===== config.mk =====
export PLATFORM = sky130hd
export DESIGN_NAME = mem_dump_reader_flat
export DESIGN_NICKNAME = d
export VERILOG_FILES = /design/src/rtl/mem_dump_reader_if.sv /design/src/rtl/mem_dump_reader.sv /design/src/flat_wrapper.sv
export SDC_FILE = /design/constraint.sdc
export NUM_CORES = 1
export LEC_CHECK = 0
export ABC_CLOCK_PERIOD_IN_PS = 2800
export CORE_UTILIZATION = 51
export CTS_CLUSTER_DIAMETER = 40
export DETAILED_ROUTE_END_ITERATION = 16
export PLACE_DENSITY_LB_ADDON = 0.08
export RECOVER_POWER = 50
export SLEW_MARGIN = 15
export SYNTH_ARGS = -nofsm -noshare
export SYNTH_HDL_FRONTEND = slang
export SYNTH_SLANG_ARGS = --single-unit

===== constraint.sdc =====
create_clock -name clk -period 2.8 [get_ports clk]
set_input_delay 0.42 -clock clk [delete_from_list [all_inputs] [get_ports clk]]
set_output_delay 0.42 -clock clk [all_outputs]
set_load 0.02 [all_outputs]

===== src/rtl/mem_dump_reader_if.sv =====
// ---------------------------------------------------------------------------
// mem_dump_reader_if
// Bundles the control, memory read port and byte stream of mem_dump_reader.
//
//   Control : start, base_addr, word_count (to reader); busy, done (from reader)
//   Memory  : mem_rd_en, mem_addr (from reader); mem_rdata (to reader)
//   Stream  : tx_data, tx_valid (from reader); tx_ready (to reader)
//
// Modports:
//   master - the dump reader itself
//   slave  - the surrounding system (requester, memory and byte sink)
// ---------------------------------------------------------------------------
interface mem_dump_reader_if #(
    parameter int ADDR_W = 8
);
    logic              start;
    logic [ADDR_W-1:0] base_addr;
    logic [ADDR_W:0]   word_count;
    logic              busy;
    logic              done;
    logic              mem_rd_en;
    logic [ADDR_W-1:0] mem_addr;
    logic [31:0]       mem_rdata;
    logic [7:0]        tx_data;
    logic              tx_valid;
    logic              tx_ready;

    modport master (
        input  start, base_addr, word_count, mem_rdata, tx_ready,
        output busy, done, mem_rd_en, mem_addr, tx_data, tx_valid
    );

    modport slave (
        output start, base_addr, word_count, mem_rdata, tx_ready,
        input  busy, done, mem_rd_en, mem_addr, tx_data, tx_valid
    );
endinterface


===== src/rtl/mem_dump_reader.sv =====
// ---------------------------------------------------------------------------
// mem_dump_reader
// Reads word_count consecutive 32-bit words starting at base_addr from a
// synchronous-read memory and streams them MSB-first as bytes.
//
// Ports:
//   clk         - system clock, rising edge
//   reset       - asynchronous, active-low reset
//   dump_if     - mem_dump_reader_if.master (control, memory port, byte stream)
//   o_dbg_state - current FSM state encoding, for observation only
//
// Optional feature: define DUMP_CHECKSUM_EN to append one byte holding the
// modulo-256 sum of all data bytes of the dump after the last data byte.
//
// Stream handshake: a byte transfers at a rising edge where tx_valid and
// tx_ready are both high. tx_valid/tx_data depend only on registered state,
// so once tx_valid rises it stays high with tx_data stable until the
// transfer; tx_ready never feeds tx_valid combinationally.
// ---------------------------------------------------------------------------
module mem_dump_reader #(
    parameter int ADDR_W = 8
) (
    input  logic              clk,
    input  logic              reset,
    mem_dump_reader_if.master dump_if,
    output logic [2:0]        o_dbg_state
);

    typedef enum logic [2:0] {
        S_IDLE   = 3'd0,
        S_READ   = 3'd1,
        S_WAIT   = 3'd2,
        S_SEND   = 3'd3,
`ifdef DUMP_CHECKSUM_EN
        S_CKSUM  = 3'd4,
`endif
        S_FINISH = 3'd5
    } state_t;

    state_t            r_state;
    state_t            w_next;

    logic [ADDR_W-1:0] r_base;
    logic [ADDR_W-1:0] r_addr_hold;
    logic [ADDR_W:0]   r_count;
    logic [ADDR_W:0]   r_index;
    logic [1:0]        r_byte;
    logic [31:0]       r_shift;
`ifdef DUMP_CHECKSUM_EN
    logic [7:0]        r_cksum;
`endif

    logic              w_tx_valid;
    logic              w_tx_fire;
    logic              w_last_byte;
    logic [ADDR_W:0]   w_index_inc;
    logic [ADDR_W-1:0] w_rd_addr;

`ifdef DUMP_CHECKSUM_EN
    assign w_tx_valid  = (r_state == S_SEND) || (r_state == S_CKSUM);
`else
    assign w_tx_valid  = (r_state == S_SEND);
`endif
    assign w_tx_fire   = w_tx_valid && dump_if.tx_ready;
    assign w_last_byte = (r_byte == 2'd3);
    assign w_index_inc = r_index + 1'b1;
    // Truncating the index makes the address wrap from the top word to 0.
    assign w_rd_addr   = r_base + r_index[ADDR_W-1:0];
    assign o_dbg_state = r_state;

    always_ff @(posedge clk or negedge reset) begin
        if (!reset) begin
            r_state <= S_IDLE;
        end else begin
            r_state <= w_next;
        end
    end

    always_comb begin
        w_next            = r_state;
        dump_if.busy      = 1'b0;
        dump_if.done      = 1'b0;
        dump_if.mem_rd_en = 1'b0;
        dump_if.mem_addr  = r_addr_hold;
        dump_if.tx_data   = 8'h00;
        dump_if.tx_valid  = w_tx_valid;
        case (r_state)
            S_IDLE: begin
                if (dump_if.start) begin
                    w_next = (dump_if.word_count == '0) ? S_FINISH : S_READ;
                end
            end
            S_READ: begin
                dump_if.busy      = 1'b1;
                dump_if.mem_rd_en = 1'b1;
                dump_if.mem_addr  = w_rd_addr;
                w_next            = S_WAIT;
            end
            S_WAIT: begin
                dump_if.busy = 1'b1;
                w_next       = S_SEND;
            end
            S_SEND: begin
                dump_if.busy    = 1'b1;
                dump_if.tx_data = r_shift[31:24];
                if (w_tx_fire && w_last_byte) begin
                    if (w_index_inc == r_count) begin
`ifdef DUMP_CHECKSUM_EN
                        w_next = S_CKSUM;
`else
                        w_next = S_FINISH;
`endif
                    end else begin
                        w_next = S_READ;
                    end
                end
            end
`ifdef DUMP_CHECKSUM_EN
            S_CKSUM: begin
                dump_if.busy    = 1'b1;
                dump_if.tx_data = r_cksum;
                if (w_tx_fire) begin
                    w_next = S_FINISH;
                end
            end
`endif
            S_FINISH: begin
                dump_if.done = 1'b1;
                w_next       = S_IDLE;
            end
            default: begin
                w_next = S_IDLE;
            end
        endcase
    end

    always_ff @(posedge clk or negedge reset) begin
        if (!reset) begin
            r_base      <= '0;
            r_addr_hold <= '0;
            r_count     <= '0;
            r_index     <= '0;
            r_byte      <= '0;
            r_shift     <= '0;
`ifdef DUMP_CHECKSUM_EN
            r_cksum     <= '0;
`endif
        end else begin
            case (r_state)
                S_IDLE: begin
                    if (dump_if.start) begin
                        r_base  <= dump_if.base_addr;
                        r_count <= dump_if.word_count;
                        r_index <= '0;
                        r_byte  <= '0;
`ifdef DUMP_CHECKSUM_EN
                        r_cksum <= '0;
`endif
                    end
                end
                S_READ: begin
                    // Keeps mem_addr at the last read address outside READ.
                    r_addr_hold <= w_rd_addr;
                end
                S_WAIT: begin
                    r_shift <= dump_if.mem_rdata;
                end
                S_SEND: begin
                    if (w_tx_fire) begin
                        r_shift <= {r_shift[23:0], 8'h00};
                        // Two-bit counter wraps back to 0 after the 4th byte.
                        r_byte  <= r_byte + 2'd1;
`ifdef DUMP_CHECKSUM_EN
                        r_cksum <= r_cksum + r_shift[31:24];
`endif
                        if (w_last_byte) begin
                            r_index <= w_index_inc;
                        end
                    end
                end
                default: begin
                end
            endcase
        end
    end

endmodule


===== src/flat_wrapper.sv =====
// flat-port wrapper written by rule: the top's interface ports become plain ports
module mem_dump_reader_flat 
#(
    parameter int ADDR_W = 8
)
  (clk, reset, o_dbg_state, dump_if_start, dump_if_base_addr, dump_if_word_count, dump_if_mem_rdata, dump_if_tx_ready, dump_if_busy, dump_if_done, dump_if_mem_rd_en, dump_if_mem_addr, dump_if_tx_data, dump_if_tx_valid);
  mem_dump_reader_if #(.ADDR_W(ADDR_W)) dump_if_i ();
  input  logic clk;
  input  logic reset;
  output logic [2:0] o_dbg_state;
  input wire logic [$bits(dump_if_i.start)-1:0] dump_if_start;
  input wire logic [$bits(dump_if_i.base_addr)-1:0] dump_if_base_addr;
  input wire logic [$bits(dump_if_i.word_count)-1:0] dump_if_word_count;
  input wire logic [$bits(dump_if_i.mem_rdata)-1:0] dump_if_mem_rdata;
  input wire logic [$bits(dump_if_i.tx_ready)-1:0] dump_if_tx_ready;
  output wire logic [$bits(dump_if_i.busy)-1:0] dump_if_busy;
  output wire logic [$bits(dump_if_i.done)-1:0] dump_if_done;
  output wire logic [$bits(dump_if_i.mem_rd_en)-1:0] dump_if_mem_rd_en;
  output wire logic [$bits(dump_if_i.mem_addr)-1:0] dump_if_mem_addr;
  output wire logic [$bits(dump_if_i.tx_data)-1:0] dump_if_tx_data;
  output wire logic [$bits(dump_if_i.tx_valid)-1:0] dump_if_tx_valid;
  assign dump_if_i.start = dump_if_start;
  assign dump_if_i.base_addr = dump_if_base_addr;
  assign dump_if_i.word_count = dump_if_word_count;
  assign dump_if_i.mem_rdata = dump_if_mem_rdata;
  assign dump_if_i.tx_ready = dump_if_tx_ready;
  assign dump_if_busy = dump_if_i.busy;
  assign dump_if_done = dump_if_i.done;
  assign dump_if_mem_rd_en = dump_if_i.mem_rd_en;
  assign dump_if_mem_addr = dump_if_i.mem_addr;
  assign dump_if_tx_data = dump_if_i.tx_data;
  assign dump_if_tx_valid = dump_if_i.tx_valid;
  mem_dump_reader #(.ADDR_W(ADDR_W)) u_core (.clk(clk), .reset(reset), .dump_if(dump_if_i), .o_dbg_state(o_dbg_state));
endmodule

# ---- Word-level counts from Yosys, hierarchy flattened
# Cells that the tools add are included.
dict set report totals {
  ff_bits 71
  in_bits 53
  output_inout_bits 23
  wordCells 51
}
dict set report classes {
  n_addsub 3
  eq_ne 10
  n_mux 19
  reduce_logical 12
}
# operator count
set op_table {}
lappend op_table {{case mux 32 bit (2 select lines)} 1}
lappend op_table {{two-way mux 32 bit} 1}
lappend op_table {{two-way mux 9 bit} 3}
lappend op_table {{case mux 9 bit (2 select lines)} 1}
lappend op_table {{two-way mux 8 bit} 2}
lappend op_table {{two-way mux 3 bit} 4}
lappend op_table {{case mux 3 bit (4 select lines)} 1}
lappend op_table {{adder 9 x 1 -> 9 bit, second input constant} 1}
lappend op_table {{equality test 9 bit} 1}
lappend op_table {{logical NOT 9 bit} 1}
lappend op_table {{adder 8 bit} 1}
lappend op_table {{inequality test 2 bit, second input constant} 4}
lappend op_table {{equality test 3 x 2 -> 1 bit, second input constant} 2}
lappend op_table {{AND reduction 2 bit} 3}
lappend op_table {{two-way mux 2 bit} 2}
lappend op_table {{case mux 2 bit (2 select lines)} 1}
lappend op_table {{AND reduction 4 bit} 1}
lappend op_table {{nonzero test 2 bit} 2}
lappend op_table {{equality test 3 x 1 -> 1 bit, second input constant} 1}
lappend op_table {{equality test 3 bit, second input constant} 1}
lappend op_table {{logical NOT 3 bit} 1}
lappend op_table {{two-way mux 1 bit} 3}
lappend op_table {{AND reduction 3 bit} 1}
lappend op_table {{OR reduction 3 bit} 1}
lappend op_table {{3 further kinds} 4}

# ---- Logic depth before layout (Yosys ltp)
# Gate-level depths: netlist of run 1.
dict set report logic_depth {
  ltp_word 5
  depth_mapped 9
  mapped_depth_nobuf 9
}

# ---- Least setup slack after synthesis of run 1
# Ideal clock, no wire load.
dict set report synth_timing {
  kind {register -> output}
  start {reg u_core.r_index[0]}
  end {out dump_if_mem_addr[6]}
  t_arrival_ns 2.217
  required_ns 2.380
  path_slack_ns 0.163
  path_stages_with_launch 10
  n_path_buf 0
  cell_sequence {dfrtp_1 -> ha_1 -> inv_1 -> fa_1 -> nor2b_1 -> o21ai_1 -> a21boi_0 -> o21a_1 -> nor3_1 -> o31ai_1}
}
dict set report synth_between {
  elab_chain_len 2
}
# item line
set synth_rtl {}
lappend synth_rtl {{start, declared} mem_dump_reader.sv:46} ;# logic [ADDR_W:0] r_index;
lappend synth_rtl {{start signal, assigned} mem_dump_reader.sv:177} ;# r_index <= w_index_inc;
lappend synth_rtl {{adder 8 bit} mem_dump_reader.sv:68} ;# assign w_rd_addr = r_base + r_index[ADDR_W-1:0];
lappend synth_rtl {{two-way mux 8 bit} mem_dump_reader.sv:87} ;# case (r_state)
lappend synth_rtl {{end, declared} flat_wrapper.sv:19} ;# output wire logic [$bits(dump_if_i.mem_addr)-1:0] dump_if_mem_addr;
# No other way between the ends.

# ---- Worst setup path in the final report of run 1
# Ends and elaborated chain as after synthesis.

==> run summary, run 1 <==
=====================================================================================================
Result of the run                                                                        finished with violations
Failing checks                                                                           max-capacitance violations, max-slew violations
Standard cell core area                                                                    6760 sq um
Netlist area before placement                                                              3560 sq um
RSZ-0062 raised after global routing                                                              yes
Reg-to-reg endpoint                                                                      u_core.o_dbg_state[2]
Clock root buffer                                                                            clkbuf_8
Clock Sinks                                                                                        71
Total global routing overflow                                                                       0
Pre-antenna DRT Iters                                                                               4
Post-Place Cells                                                                                  498
Critical Path Start Type                                                                         flop
Clock-pin slew on the worst setup and hold paths                                                70 ps
H-tree levels                                                                                       3
Routability Congestion                                                                          0.777
Largest family of logic cells by synthesized area                                        simple AND/OR/NAND/NOR gates
Post-detailed-route DRC marker count                                                                0
Hold worst-path end                                                                      u_core.r_shift[26]
Post-Synth Simple-Gate Area                                                                     13.4%
Vertical die dimension                                                                        85.6 um
Fraction of layout instances using a drive strength above 1                                     16.4%
Iteration-0 DRC count of the detailed router                                                       96
Final Instance Count excl. Fillers                                                                518
Share of the synthesized area in compound gates (AO/OA/AOI/OAI)                                 13.4%
Worst-skew pair later-pin latency                                                              340 ps
R2r setup slk                                                                                  480 ps
Syn. warnings                                                                                       0
Power per cell area                                                                       944 nW/um^2
Critical Path Fanout Max                                                                            2
Critical path, cell by cell                                                              ha_2, inv_1, fa_2, nor2b_2, o21ai_2, a21boi_2, o21a_1, nor3_1, o31ai_2, buf_4
Synthesized-area fraction occupied by xor and xnor cells                                        4.42%
Register cell area after layout                                                            1780 sq um
Share of synthesized area spent on multiplexers                                                 12.1%
Nets                                                                                              496
Post-route clock period utilization                                                             96.6%
Leakage power figure                                                                          2.22 nW
Overall power of the completed layout                                                       0.00451 W
Share of synthesized area occupied by flip-flops and latches                                    49.9%
Maximum operating frequency                                                                   370 MHz
Area of the multi-input gates                                                              1750 sq um
Area of the die                                                                            7330 sq um
Signed area change from the synthesized netlist to the final layout                             34.0%
Number of cell instances on the worst register-to-register path                                     5
Final wirelength                                                                              7.56 mm
Maximum buffer depth of the clock tree                                                              2
Delay of the slowest critical-path stage                                                       360 ps
Min Clock Period, post-route                                                                  2700 ps
EDFF count, synth                                                                                   0
Die Wd                                                                                        85.6 um
Post-synthesis share of cell area spent on full adders, half adders and majority gates          3.72%
Setup clock skew after layout                                                                 9.20 ps
Global router's overall resource usage                                                          22.1%
Via count of the first global-routing pass                                                       2704
Slew HR                                                                                        -13.1%
Wire length of the first global-routing pass                                                  12.7 mm
Arrival time at the worst endpoint                                                            2280 ps
Count of hold buffers inserted by post-cts repair                                                   0
Site row count                                                                                     30
Beginning of the worst hold path                                                         u_core.r_shift[26]
Cell type of the slowest stage on the worst timing path                                       dfrtp_1
Initial core utilization                                                                        52.7%
Num CTS Buffers                                                                                     9
Worst R2R Start                                                                          u_core.o_dbg_state[1]
Max rail drop VDD                                                                            0.445 mV
Fill cell instance count of the final layout                                                      537
Hold-critical path depth                                                                            2
Pin count of the biggest net entering global routing                                               57
Commonest register cell after synthesis                                                       dfrtp_1
Net count of the mapped netlist                                                                   407
Post-detailed-placement half-perimeter wirelength                                             5.26 mm
Worst min-delay path category                                                                 reg2reg
Least-Margin Pin Slew                                                                         1700 ps
Yosys reg bits                                                                                     71
Port buffer count                                                                                  75
Max Transition Viols Final                                                                         34
Count of endpoints failing hold in the final timing report                                          0
I/O pin total                                                                                      76
Routed vias                                                                                      2789
Count of final setup violators                                                                      0
Capturing element type of the critical path                                              primary output
MaxCap Viol Count                                                                                   1
Routed vias/inst                                                                                 5.38
Number of standard cells after synthesis                                                          344
WP data required                                                                              2380 ps
Clock tree from TritonCTS                                                                        done
Antenna violations before repair                                                                    0
DRT antenna net count                                                                               0
Syn avg cell area                                                                          10.4 sq um
WS Path Type                                                                                  reg2out
Number of antenna cells inserted                                                                    0
WL/cell                                                                                       14.6 um
Final setup TNS                                                                                  0 ps
Number of distinct library cells after synthesis                                                   40
Fraction of synthesis flops using an asynchronous set or reset pin                               100%
=====================================================================================================
## flip-flops by register name, indices dropped and copies added, names as in the netlist
| name | cells |
|---|---|
| u_core.r_count | 9 |
| u_core.r_base | 8 |
| u_core.r_byte | 2 |
| u_core.r_shift | 32 |
| u_core.o_dbg_state | 3 |
| u_core.r_index | 9 |
| u_core.r_addr_hold | 8 |
## cell families after synthesis
group | count (synthesis)
xor gates and xnor gates | 18
and+or+nand+nor | 99
DFF | 71
muxes | 41
adders and majority gates | 10
AOI/OAI and AO/OA | 80
buffers and inverters | 25
## through the flow
step	utilization, %	setup WS (ps)	instance area [sq um]	hold slack (ps)
after floorplan	-	163	3560	124
after global placement	66.4	-106	4490	453
after detailed placement	66.4	-181	4490	463
after CTS	69.7	-66.8	4710	149
after global routing	70.7	-74.7	4770	499
final	70.7	95.9	4770	472
## layer usage
metal	up-vias	wire, um	GRT usage, %	part of all wire [%]
met4	0	137	9.55	1.8
met3	13	263	3.46	3.5
met1	1321	3870	32.1	51
met5	-	0	0	0
li1	1393	-	-	-
met2	62	3290	33.1	43
## cell usage after synthesis (2+ instances only)
cell	n	area share (%)
nor4_1	3	0.53
inv_1	7	0.74
a22o_1	9	2.2
o21ai_1	6	0.84
and2_1	9	1.6
nand3_1	6	0.84
o21a_1	4	0.84
nand2_1	43	4.5
nand4_1	4	0.70
ha_1	9	3.2
xnor2_1	10	2.5
a21o_1	2	0.42
a31oi_1	2	0.35
nand2b_1	2	0.35
nand3b_1	2	0.42
nor2b_1	2	0.35
buf_4	2	0.42
nor3_1	3	0.42
mux2i_1	24	6.7
o31ai_1	5	1.1
clkbuf_1	10	1.1
nor3b_1	2	0.42
and3_1	2	0.35
o21ai_0	42	5.9
buf_2	6	0.84
nor2_1	16	1.7
dfrtp_1	71	50
xor2_1	8	2.0
mux2_2	17	5.4
a21oi_1	6	0.84
## worst max-delay path: cells and delay by family, from the launching register on
family	cells	cell delay [ps]
adders and majority gates	2	540
AOI/OAI and AO/OA	4	630
buffers and inverters	2	240
DFF	1	360
and+or+nand+nor	2	190
## what timing repair did
action / in CTS / in global routing
gates cloned: 0 / 1
buffers inserted: 0 / 2
pin swaps: 0 / 9
endpoints found under the hold margin: 0 / 0
setup endpoints to repair: 6 / 15
resized for setup: 17 / 16
## cell type report
cell class,count,share of cell area (%)
tap,80,2.10
clock buffer,11,2.96
inverter,7,0.550
multi-input combinational,249,36.7
sequential,71,37.2
timing repair buffer,95,18.7
clock inverter,5,1.70
## where the power goes
group	internal, W	switching [W]
clock	0.000526	0.000379
sequential	0.00138	0.000220
combinational	0.000990	0.00102
total	0.00289	0.00161
## placed cells by master, fill, tap and decap left out, drive strengths merged, types with 10 or more instances in the layout
master         instances
clkdlybuf4s50         68
nand2                 43
o21ai                 48
and2                  10
mux2i                 24
xnor2                 10
clkbuf                14
mux2                  17
nor2                  17
buf                   20
dfrtp                 71
## worst max-delay path by stage
| stage | startpoint | end | slack (ps) | cells after the start |
|---|---|---|---|---|
| floorplan | u_core.r_index[0] | dump_if_mem_addr[6] | 160 | 9 |
| global placement | u_core.r_index[0] | dump_if_mem_addr[6] | -110 | 10 |
| detailed placement | u_core.r_base[0] | dump_if_mem_addr[6] | -180 | 10 |
| CTS | u_core.r_index[0] | dump_if_mem_addr[6] | -70 | 10 |
| global route | u_core.r_base[0] | dump_if_mem_addr[6] | -70 | 10 |
| finish | u_core.r_index[0] | dump_if_mem_addr[6] | 100 | 10 |
Note: power is estimated with default switching activity, not from simulation.
==> inputs of run 2 (changes only) <==
CORE_ASPECT_RATIO = 0.5   (was unset)
==> run 2 against run 1 <==
- global-route usage decreased by 0.073 points
- combinational power decreased by 6%
- clock power increased by 16%
- largest cell class unchanged
- non-clock buffer count unchanged
- the flow now finishes without violations
==> run summary, run 2 (synthesis gave the netlist of run 1 again) <==
==================================================================================
Final wirelength                                                           7.50 mm   was 7.56 mm
Arrival time at the worst endpoint                                         2370 ps   was 2280 ps
Post-detailed-placement half-perimeter wirelength                          5.31 mm   was 5.26 mm
Post-route clock period utilization                                          99.8%   was 96.6%
Area of the die                                                         7350 sq um   was 7330 sq um
Buf/Inv on CP                                                                    2   unchanged
WS Path Type                                                               reg2out   unchanged
MaxCap Viol Count                                                                0   was 1
Num CTS Buffers                                                                  9   unchanged
Delay of the slowest critical-path stage                                    350 ps   was 360 ps
Count of endpoints failing hold in the final timing report                       0   unchanged
Via count of the first global-routing pass                                    2679   was 2704
H-tree levels                                                                    3   unchanged
CP delay by family, top                                               compound AO/OA/AOI/OAI gates   unchanged
Reg-to-reg endpoint                                                   u_core.r_shift[17]   was u_core.o_dbg_state[2]
Overall power of the completed layout                                    0.00453 W   was 0.00451 W
Worst min-delay path category                                             in2async   was reg2reg
Site row count                                                                  21   was 30
Max reg flops                                                                   32   unchanged
Post-detailed-route DRC marker count                                             0   unchanged
Critical Path Fanout Max                                                         2   unchanged
Final setup TNS                                                               0 ps   unchanged
R2r setup slk                                                               520 ps   was 480 ps
Commonest cells after routing, fill and taps aside                    dfrtp_1, clkdlybuf4s50_1, nand2_1, o21ai_0, mux2i_1   was dfrtp_1, clkdlybuf4s50_1, nand2_1
Maximum operating frequency                                                358 MHz   was 370 MHz
Count of final setup violators                                                   0   unchanged
Most common cell after layout, fill and taps aside                         dfrtp_1   unchanged
Number of cell instances on the worst register-to-register path                  7   was 5
Wire length of the first global-routing pass                               12.2 mm   was 12.7 mm
Pre-antenna DRT Iters                                                            4   unchanged
Initial core utilization                                                     53.0%   was 52.7%
Standard cell core area                                                 6730 sq um   was 6760 sq um
Setup clock skew after layout                                              8.27 ps   was 9.20 ps
Fraction of layout instances using a drive strength above 1                  14.4%   was 16.4%
Clock root buffer                                                        clkbuf_16   was clkbuf_8
Iteration-0 DRC count of the detailed router                                   109   was 96
WL/cell                                                                    14.2 um   was 14.6 um
Port buffer count                                                               75   unchanged
Clock-pin slew on the worst setup and hold paths                             60 ps   was 70 ps
Max rail drop VDD                                                         0.492 mV   was 0.445 mV
Die Wd                                                                      120 um   was 85.6 um
Nets                                                                           495   was 496
Leakage power figure                                                       2.25 nW   was 2.22 nW
Routed vias/inst                                                              5.27   was 5.38
Worst R2R Start                                                       u_core.o_dbg_state[0]   was u_core.o_dbg_state[1]
Signed area change from the synthesized netlist to the final layout          34.4%   was 34.0%
Worst-skew pair later-pin latency                                           330 ps   was 340 ps
Routed vias                                                                   2787   was 2789
Critical path, cell by cell                                           ha_2, inv_1, fa_2, nor2b_1, o21ai_1, a21boi_1, o21a_1, nor3_1, o31ai_2, buf_4   was ha_2, inv_1, fa_2, nor2b_2, o21ai_2, a21boi_2, o21a_1, nor3_1, o31ai_2, buf_4
Result of the run                                                     finished clean   was finished with violations
Global router's overall resource usage                                       22.0%   was 22.1%
Maximum buffer depth of the clock tree                                           2   unchanged
Cell type of the slowest stage on the worst timing path                    dfrtp_1   unchanged
Register with the most flip-flops                                     u_core.r_shift   unchanged
WP data required                                                           2380 ps   about the same
Max Transition Viols Final                                                       0   was 34
Pin count of the biggest net entering global routing                            57   unchanged
Power per cell area                                                    946 nW/um^2   was 944 nW/um^2
I/O pin total                                                                   76   unchanged
Clock Sinks                                                                     71   unchanged
Slew HR                                                                      10.1%   was -13.1%
Routability Congestion                                                       0.799   was 0.777
Registers with the most flip-flops                                    u_core.r_shift x32, u_core.r_count x9, u_core.r_index x9   unchanged
Post-Place Cells                                                               511   was 498
Antenna violations before repair                                                 0   unchanged
Clock tree from TritonCTS                                                     done   unchanged
Critical Path Start Type                                                      flop   unchanged
Post-Place Setup Slack                                                     -224 ps   was -181 ps
Final Instance Count excl. Fillers                                             529   was 518
Least-Margin Pin Slew                                                      1350 ps   was 1700 ps
Final WS setup                                                             5.83 ps   was 95.9 ps
Capturing element type of the critical path                           primary output   unchanged
Min Clock Period, post-route                                               2790 ps   was 2700 ps
RSZ-0062 raised after global routing                                           yes   unchanged
Number of antenna cells inserted                                                 0   unchanged
Vertical die dimension                                                     61.1 um   was 85.6 um
DRT antenna net count                                                            0   unchanged
Total global routing overflow                                                    0   unchanged
==================================================================================
## run 2: cell types whose count changed in the layout (fill, tap and decap cells not counted), moves of 2 or more
| cell | change |
|---|---|
| clkbuf_16 | +9 |
| clkbuf_8 | -8 |
| clkinv_2 | +3 |
| buf_4 | -2 |
| bufinv_16 | -2 |
| o21ai_2 | -2 |
## run 2: repair_timing
action	4_1_cts	5_1_grt
pin swaps	0	5
setup buffers	0	1
setup endpoints to repair	6	5
cloned	0	0
hold buffers	1	0
hold endpoints to repair	1	0
resized for setup	14	11
## run 2: metal layers
layer / part of all wire [%] / track usage, % / vias to the layer above
li1: - / - / 1394
met1: 44 / 25.7 / 1320
met2: 50 / 39.7 / 67
met3: 5.9 / 7.04 / 6
met4: 0.76 / 7.94 / 0
met5: 0 / 0 / -
## run 2: how the worst max path moves through the flow
stage                            from                  end  depth (start not counted)  slack (ps)
floorplan           u_core.r_index[0]  dump_if_mem_addr[6]                          9         160
global placement    u_core.r_index[0]  dump_if_mem_addr[6]                         10         -90
detailed placement  u_core.r_index[0]  dump_if_mem_addr[6]                         10        -220
CTS                 u_core.r_index[0]  dump_if_mem_addr[6]                         10         -80
global route        u_core.r_index[0]  dump_if_mem_addr[6]                         10        -160
finish               u_core.r_base[0]  dump_if_mem_addr[6]                         10           6
## run 2: cell type report
class	count	area, sq um
timing repair buffer	95	873
inverter	7	26.3
clock buffer	12	256
clock inverter	4	20.0
fill	516	1940
tap	92	115
multi-input combinational	248	1720
sequential	71	1780
## run 2: through the flow
step           utilization (%)  hold slack [ps]  area [sq um]
3_3_place_gp              66.8              211          4500
5_1_grt                   71.2              426          4790
3_5_place_dp              66.8              213          4500
2_1_floorplan                -              124          3560
4_1_cts                   71.1              400          4780
6_report                  71.2              412          4790
## run 2: worst register-to-register path, delay by kind of cell, from the launching register on
family,cells,cell delay (ps)
flip-flops,1,520
AO/OA/AOI/OAI,2,190
AND/OR/NAND/NOR,3,690
buffers and inverters,2,750
## run 2: where the power goes
group	leakage, nW	switching [W]	internal [W]
Sequential	0.919	0.000215	0.00138
Combinational	1.19	0.000964	0.000918
Clock	0.142	0.000412	0.000641
==> RTL edit 1, RTL diff (flow settings as in run 1) <==
`ADDR_W` is set to 8 in 3 places; all go to 9.
--- a/src/rtl/mem_dump_reader_if.sv
+++ b/src/rtl/mem_dump_reader_if.sv
@@ -11,7 +11,7 @@
 //   slave  - the surrounding system (requester, memory and byte sink)
 // ---------------------------------------------------------------------------
 interface mem_dump_reader_if #(
-    parameter int ADDR_W = 8
+    parameter int ADDR_W = 9
 );
     logic              start;
     logic [ADDR_W-1:0] base_addr;
--- a/src/rtl/mem_dump_reader.sv
+++ b/src/rtl/mem_dump_reader.sv
@@ -18,7 +18,7 @@
 // transfer; tx_ready never feeds tx_valid combinationally.
 // ---------------------------------------------------------------------------
 module mem_dump_reader #(
-    parameter int ADDR_W = 8
+    parameter int ADDR_W = 9
 ) (
     input  logic              clk,
     input  logic              reset,
--- a/src/flat_wrapper.sv
+++ b/src/flat_wrapper.sv
@@ -1,7 +1,7 @@
 // flat-port wrapper written by rule: the top's interface ports become plain ports
 module mem_dump_reader_flat 
 #(
-    parameter int ADDR_W = 8
+    parameter int ADDR_W = 9
 )
   (clk, reset, o_dbg_state, dump_if_start, dump_if_base_addr, dump_if_word_count, dump_if_mem_rdata, dump_if_tx_ready, dump_if_busy, dump_if_done, dump_if_mem_rd_en, dump_if_mem_addr, dump_if_tx_data, dump_if_tx_valid);
   mem_dump_reader_if #(.ADDR_W(ADDR_W)) dump_if_i ();
Interface: changed (resized dump_if_base_addr, dump_if_mem_addr and dump_if_word_count); port bits go from 76 to 79. The function was not compared with the original's and may differ.
==> RTL edit 1 against run 1 <==
The run ends with max-capacitance violations, max-slew violations, negative setup slack left. Critical path depth decreased by 1. Clock skew fell by 1.5 ps. Routed wire length up 10%. Setup slack lost 110 ps. Utilization down 1.3 points. Hold slack better by 5.8 ps. Synthesized area grew 9.7%. Sequential cell count rose by 4. Cell area is 6.4% higher. Power grew 9.5%. Combinational power increased by 12%. Largest cell class is now multi-input gates.
==> RTL edit 1: results (changes against run 1) <==
metric,value,unit,change
worstHoldStart,u_core.r_shift[30],,
grt_start_max_net_pins,76,,+33%
r2r_cells,7,,+2
finalSetupTns,-17.3,ps,-17.3 ps
grt_pass1_vias,2832,,+4.7%
finClkSkew,7.70,ps,-1.50 ps
met3_length,258,µm,-1.9%
drive_gt1_share,17.3,%,+0.83 points
route.vias.total,3041,,+9.0%
reg2reg_slack,320,ps,-160 ps
gp_congestion,0.843,,+8.4%
port_buffers,78,,+4.0%
synth-xor-area-share,4.48,%,+0.057 points
fillers,583,,+8.6%
rr_endpoint,u_core.r_shift[18],,
yosysSeqAreaShare,48.0,%,-1.8 points
synth.area.top_cells,"dfrtp_1, mux2i_1, o21ai_0, mux2_2, nand2_1",,
grt_use_total,21.9,%,-0.17 points
synth_cell_type_count,50,,+25%
placed_cell_area,0.00483,mm²,+7.7%
fin_ws,-17.3,ps,-113 ps
synth_compound_area_share,13.4,%,+0.066 points
synth_commonest_cells,"dfrtp_1, nand2_1, o21ai_0, mux2i_1, mux2_2",,
routedWlPerCell,14.6,µm,+0.27%
drv_cap,2,,+1
leakage,0.00220,µW,-1.0%
violations,"max-capacitance violations, max-slew violations, negative setup slack",,
tightest_slew,1840,ps,+148 ps
synthAdderAreaFrac,3.71,%,-0.0087 points
grt_first_pass_wirelength,13.3,mm,+5.0%
routedLengthMet1,4.16,mm,+7.5%
dpl.hpwl,5.82,mm,+11%
nets,530,,+6.9%
ir_worst_vdd,0.000609,V,+37%
wl_met2,3.74,mm,+14%
setup_viol,1,,+1
drtIter0Drc,95,,-1.0%
max_stage_delay,390,ps,+30 ps
slew_violations,97,,+190%
r2r_start,u_core.o_dbg_state[2],,
status,"complete, but fails checks",,
## RTL edit 1: cell types whose count changed after synthesis, moves of 4 or more
| cell | delta |
|---|---|
| buf_2 | +6 |
| clkbuf_1 | -8 |
| o21ai_1 | -5 |
| a21oi_1 | +6 |
| inv_1 | -5 |
| nand2_1 | +7 |
| xnor2_1 | +5 |
| dfrtp_1 | +4 |
## RTL edit 1: how the worst max path moves through the flow
stage | start | endpoint | slack, ps | cells after the start
after global placement | u_core.r_index[0] | dump_if_mem_addr[6] | -290 | 9
after detailed placement | u_core.r_index[0] | dump_if_mem_addr[6] | -430 | 9
after global routing | u_core.r_base[0] | dump_if_mem_addr[6] | -120 | 9
after CTS | u_core.r_index[0] | dump_if_mem_addr[6] | -50 | 9
after floorplan | u_core.r_index[0] | dump_if_mem_addr[6] | 20 | 8
final | u_core.r_base[0] | dump_if_mem_addr[6] | -20 | 9
## RTL edit 1: critical path: cells and delay by family (launching register included)
kind	cells	cell delay, ps
AND/OR/NAND/NOR	2	200
adder cells (fa/ha/maj)	2	590
buffers and inverters	1	160
flip-flops	1	390
AO/OA/AOI/OAI	3	580
XOR/XNOR	1	140
## RTL edit 1: cell type report
cell class,instances,area (µm²),area share (%)
clock buffers,10,128,2.51
clock inverters,6,88.8,1.75
inverters,5,23.8,0.468
multi-input cells,271,1900,37.3
flip-flops and latches,75,1880,36.9
well taps,99,124,2.44
repair buffers,102,945,18.6
## RTL edit 1: layer usage
metal	vias to the layer above	global-route usage [%]
met2	70	33.9
met3	15	3.42
met4	0	9.52
met1	1452	30.6
li1	1504	-
met5	-	0
## RTL edit 1: cells by family after synthesis
kind of cell | after synthesis
adders and majority gates | 11
AOI/OAI and AO/OA | 86
buffers and inverters | 28
DFF | 75
xor gates and xnor gates | 20
muxes | 45
and+or+nand+nor | 109
## RTL edit 1: repair_timing
action | CTS | global route
pin swaps | 2 | 8
buffers inserted | 1 | 4
resized for setup | 36 | 8
cloned | 0 | 0
setup endpoints to repair | 7 | 6
hold endpoints to repair | 0 | 0
## RTL edit 1: where the power goes
part / leakage [µW] / internal, µW / switching [µW] / total, µW
clock network: 0.000103 / 504 / 407 / 911
registers: 0.000972 / 1520 / 245 / 1760
logic: 0.00112 / 1120 / 1150 / 2260
## RTL edit 1: per-stage QoR
| stage | setup WS [ps] | instances | utilization (%) |
|---|---|---|---|
| after floorplan | 24.3 | 374 | - |
| after global placement | -286 | 547 | 65.9 |
| after detailed placement | -434 | 547 | 65.9 |
| after CTS | -52.0 | 564 | 69.1 |
| after global routing | -123 | 568 | 69.3 |
| final | -17.3 | 568 | 69.3 |
==> RTL edit 2, RTL diff (flow settings as in run 1) <==
Made on the original files. Reset style: synchronous (`reset`), changed in 2 clocked blocks. Comments in the files are not updated.
--- a/src/rtl/mem_dump_reader.sv
+++ b/src/rtl/mem_dump_reader.sv
@@ -68,7 +68,7 @@
     assign w_rd_addr   = r_base + r_index[ADDR_W-1:0];
     assign o_dbg_state = r_state;
 
-    always_ff @(posedge clk or negedge reset) begin
+    always_ff @(posedge clk) begin
         if (!reset) begin
             r_state <= S_IDLE;
         end else begin
@@ -134,7 +134,7 @@
         endcase
     end
 
-    always_ff @(posedge clk or negedge reset) begin
+    always_ff @(posedge clk) begin
         if (!reset) begin
             r_base      <= '0;
             r_addr_hold <= '0;
Check against the original RTL: differs if reset is asserted again (counterexample within 4 cycles, from zero or initial values and one cycle with reset low); with reset held inactive, the same outputs for 10 cycles.
==> RTL edit 2 against run 1 <==
Maximum frequency fell by 0.88%. Sequential share of layout area fell by 5.8 points. Setup slack got worse by 24 ps. Sequential cell count did not move. Cell area fell by 5.1%. Clock skew fell by 3.5 ps. Synthesized area fell by 1.1%. Routed wire length rose by 5.9%.
Power is not compared: it rests on default switching activity, and its combinational part moved more than twofold at a synthesized area within 25%.
==> RTL edit 2: results (changes against run 1) <==
metric,value,unit,change
critPathTopFamily,simple AND/OR/NAND/NOR gates,,
yosysSeqAreaShare,40.3,%,-9.5 points
whs_endpoint,u_core.r_base[2],,
dpl.hpwl,5.62,mm,+6.9%
multi_input_area_share,42.7,%,+6.0 points
grt_use_total,23.0,%,+0.92 points
syn_inst,418,,+22%
buffer_area_share,18.7,%,-0.040 points
n_all_buffers,90,,-5.3%
seq_share,31.4,%,-5.8 points
rr_endpoint,u_core.r_byte[0],,
placed_cells,560,,+12%
r2r_start,u_core.o_dbg_state[2],,
arrival,2310,ps,+30 ps
clkCellAreaFrac,4.34,%,-0.33 points
grt_start_max_net_pins,49,,-14%
cp-endpoint,dump_if_mem_addr[5],,
inv_count,9,,+2
via_per_inst,5.48,,+1.7%
async_flop_share,0,%,-100 points
placed_cell_area,0.00434,mm²,-3.2%
multi_input_area,0.00193,mm²,+10%
r2r_cells,8,,+3
status,"complete, no violations",,
critPathSlowestCell,or3_4,,
worstHoldStart,u_core.r_base[2],,
drive_gt1_share,8.23,%,-8.2 points
synth.area.top_cells,"dfxtp_1, mux2i_1, nand2_1, nor2_1, a211oi_1",,
multi_input_gates,313,,+26%
crit_cells,9,,-1
dr.pass1.iters,6,,+2
max_stage_delay,330,ps,-30 ps
grt_first_pass_wirelength,13.2,mm,+3.9%
cp_max_fo,5,,+3
dpl_worst_slack,2.49,ps,+183 ps
cp-startpoint,u_core.r_index[1],,
fin_ws,72.1,ps,-23.9 ps
synth_cell_type_count,46,,+15%
finClkSkew,5.65,ps,-3.54 ps
drtIter0Drc,92,,-4.2%
## RTL edit 2: cell types whose count changed after synthesis, moves of 17 or more
cell      delta
dfrtp_1     -71
dfxtp_1     +71
nor2_1      +36
a21oi_1     +29
o21ai_0     -27
a211oi_1    +24
mux2_2      -17
## RTL edit 2: cells by family after synthesis
family | share of synthesized area [%]
AOI/OAI and AO/OA | 17.5
xor gates and xnor gates | 3.23
adders and majority gates | 3.76
buffers and inverters | 5.11
DFF | 40.3
muxes | 7.10
and+or+nand+nor | 23.0
## RTL edit 2: timing repair
item                       in CTS  in global routing
pin swaps                       1                  1
hold endpoints to repair        0                  0
resized for setup              11                  9
setup endpoints to repair       5                  5
## RTL edit 2: power breakdown
group          switching [µW]  total (µW)  internal, µW
logic                     189         368           179
clock network             376         827           450
registers                33.8        1110          1070
## RTL edit 2: routing by layer
layer	GRT usage (%)	vias to the layer above	part of all wire [%]
met1	31.0	1431	48
li1	-	1622	-
met2	36.3	85	44
met5	0	-	0
met3	4.38	11	5.9
met4	9.55	0	1.7
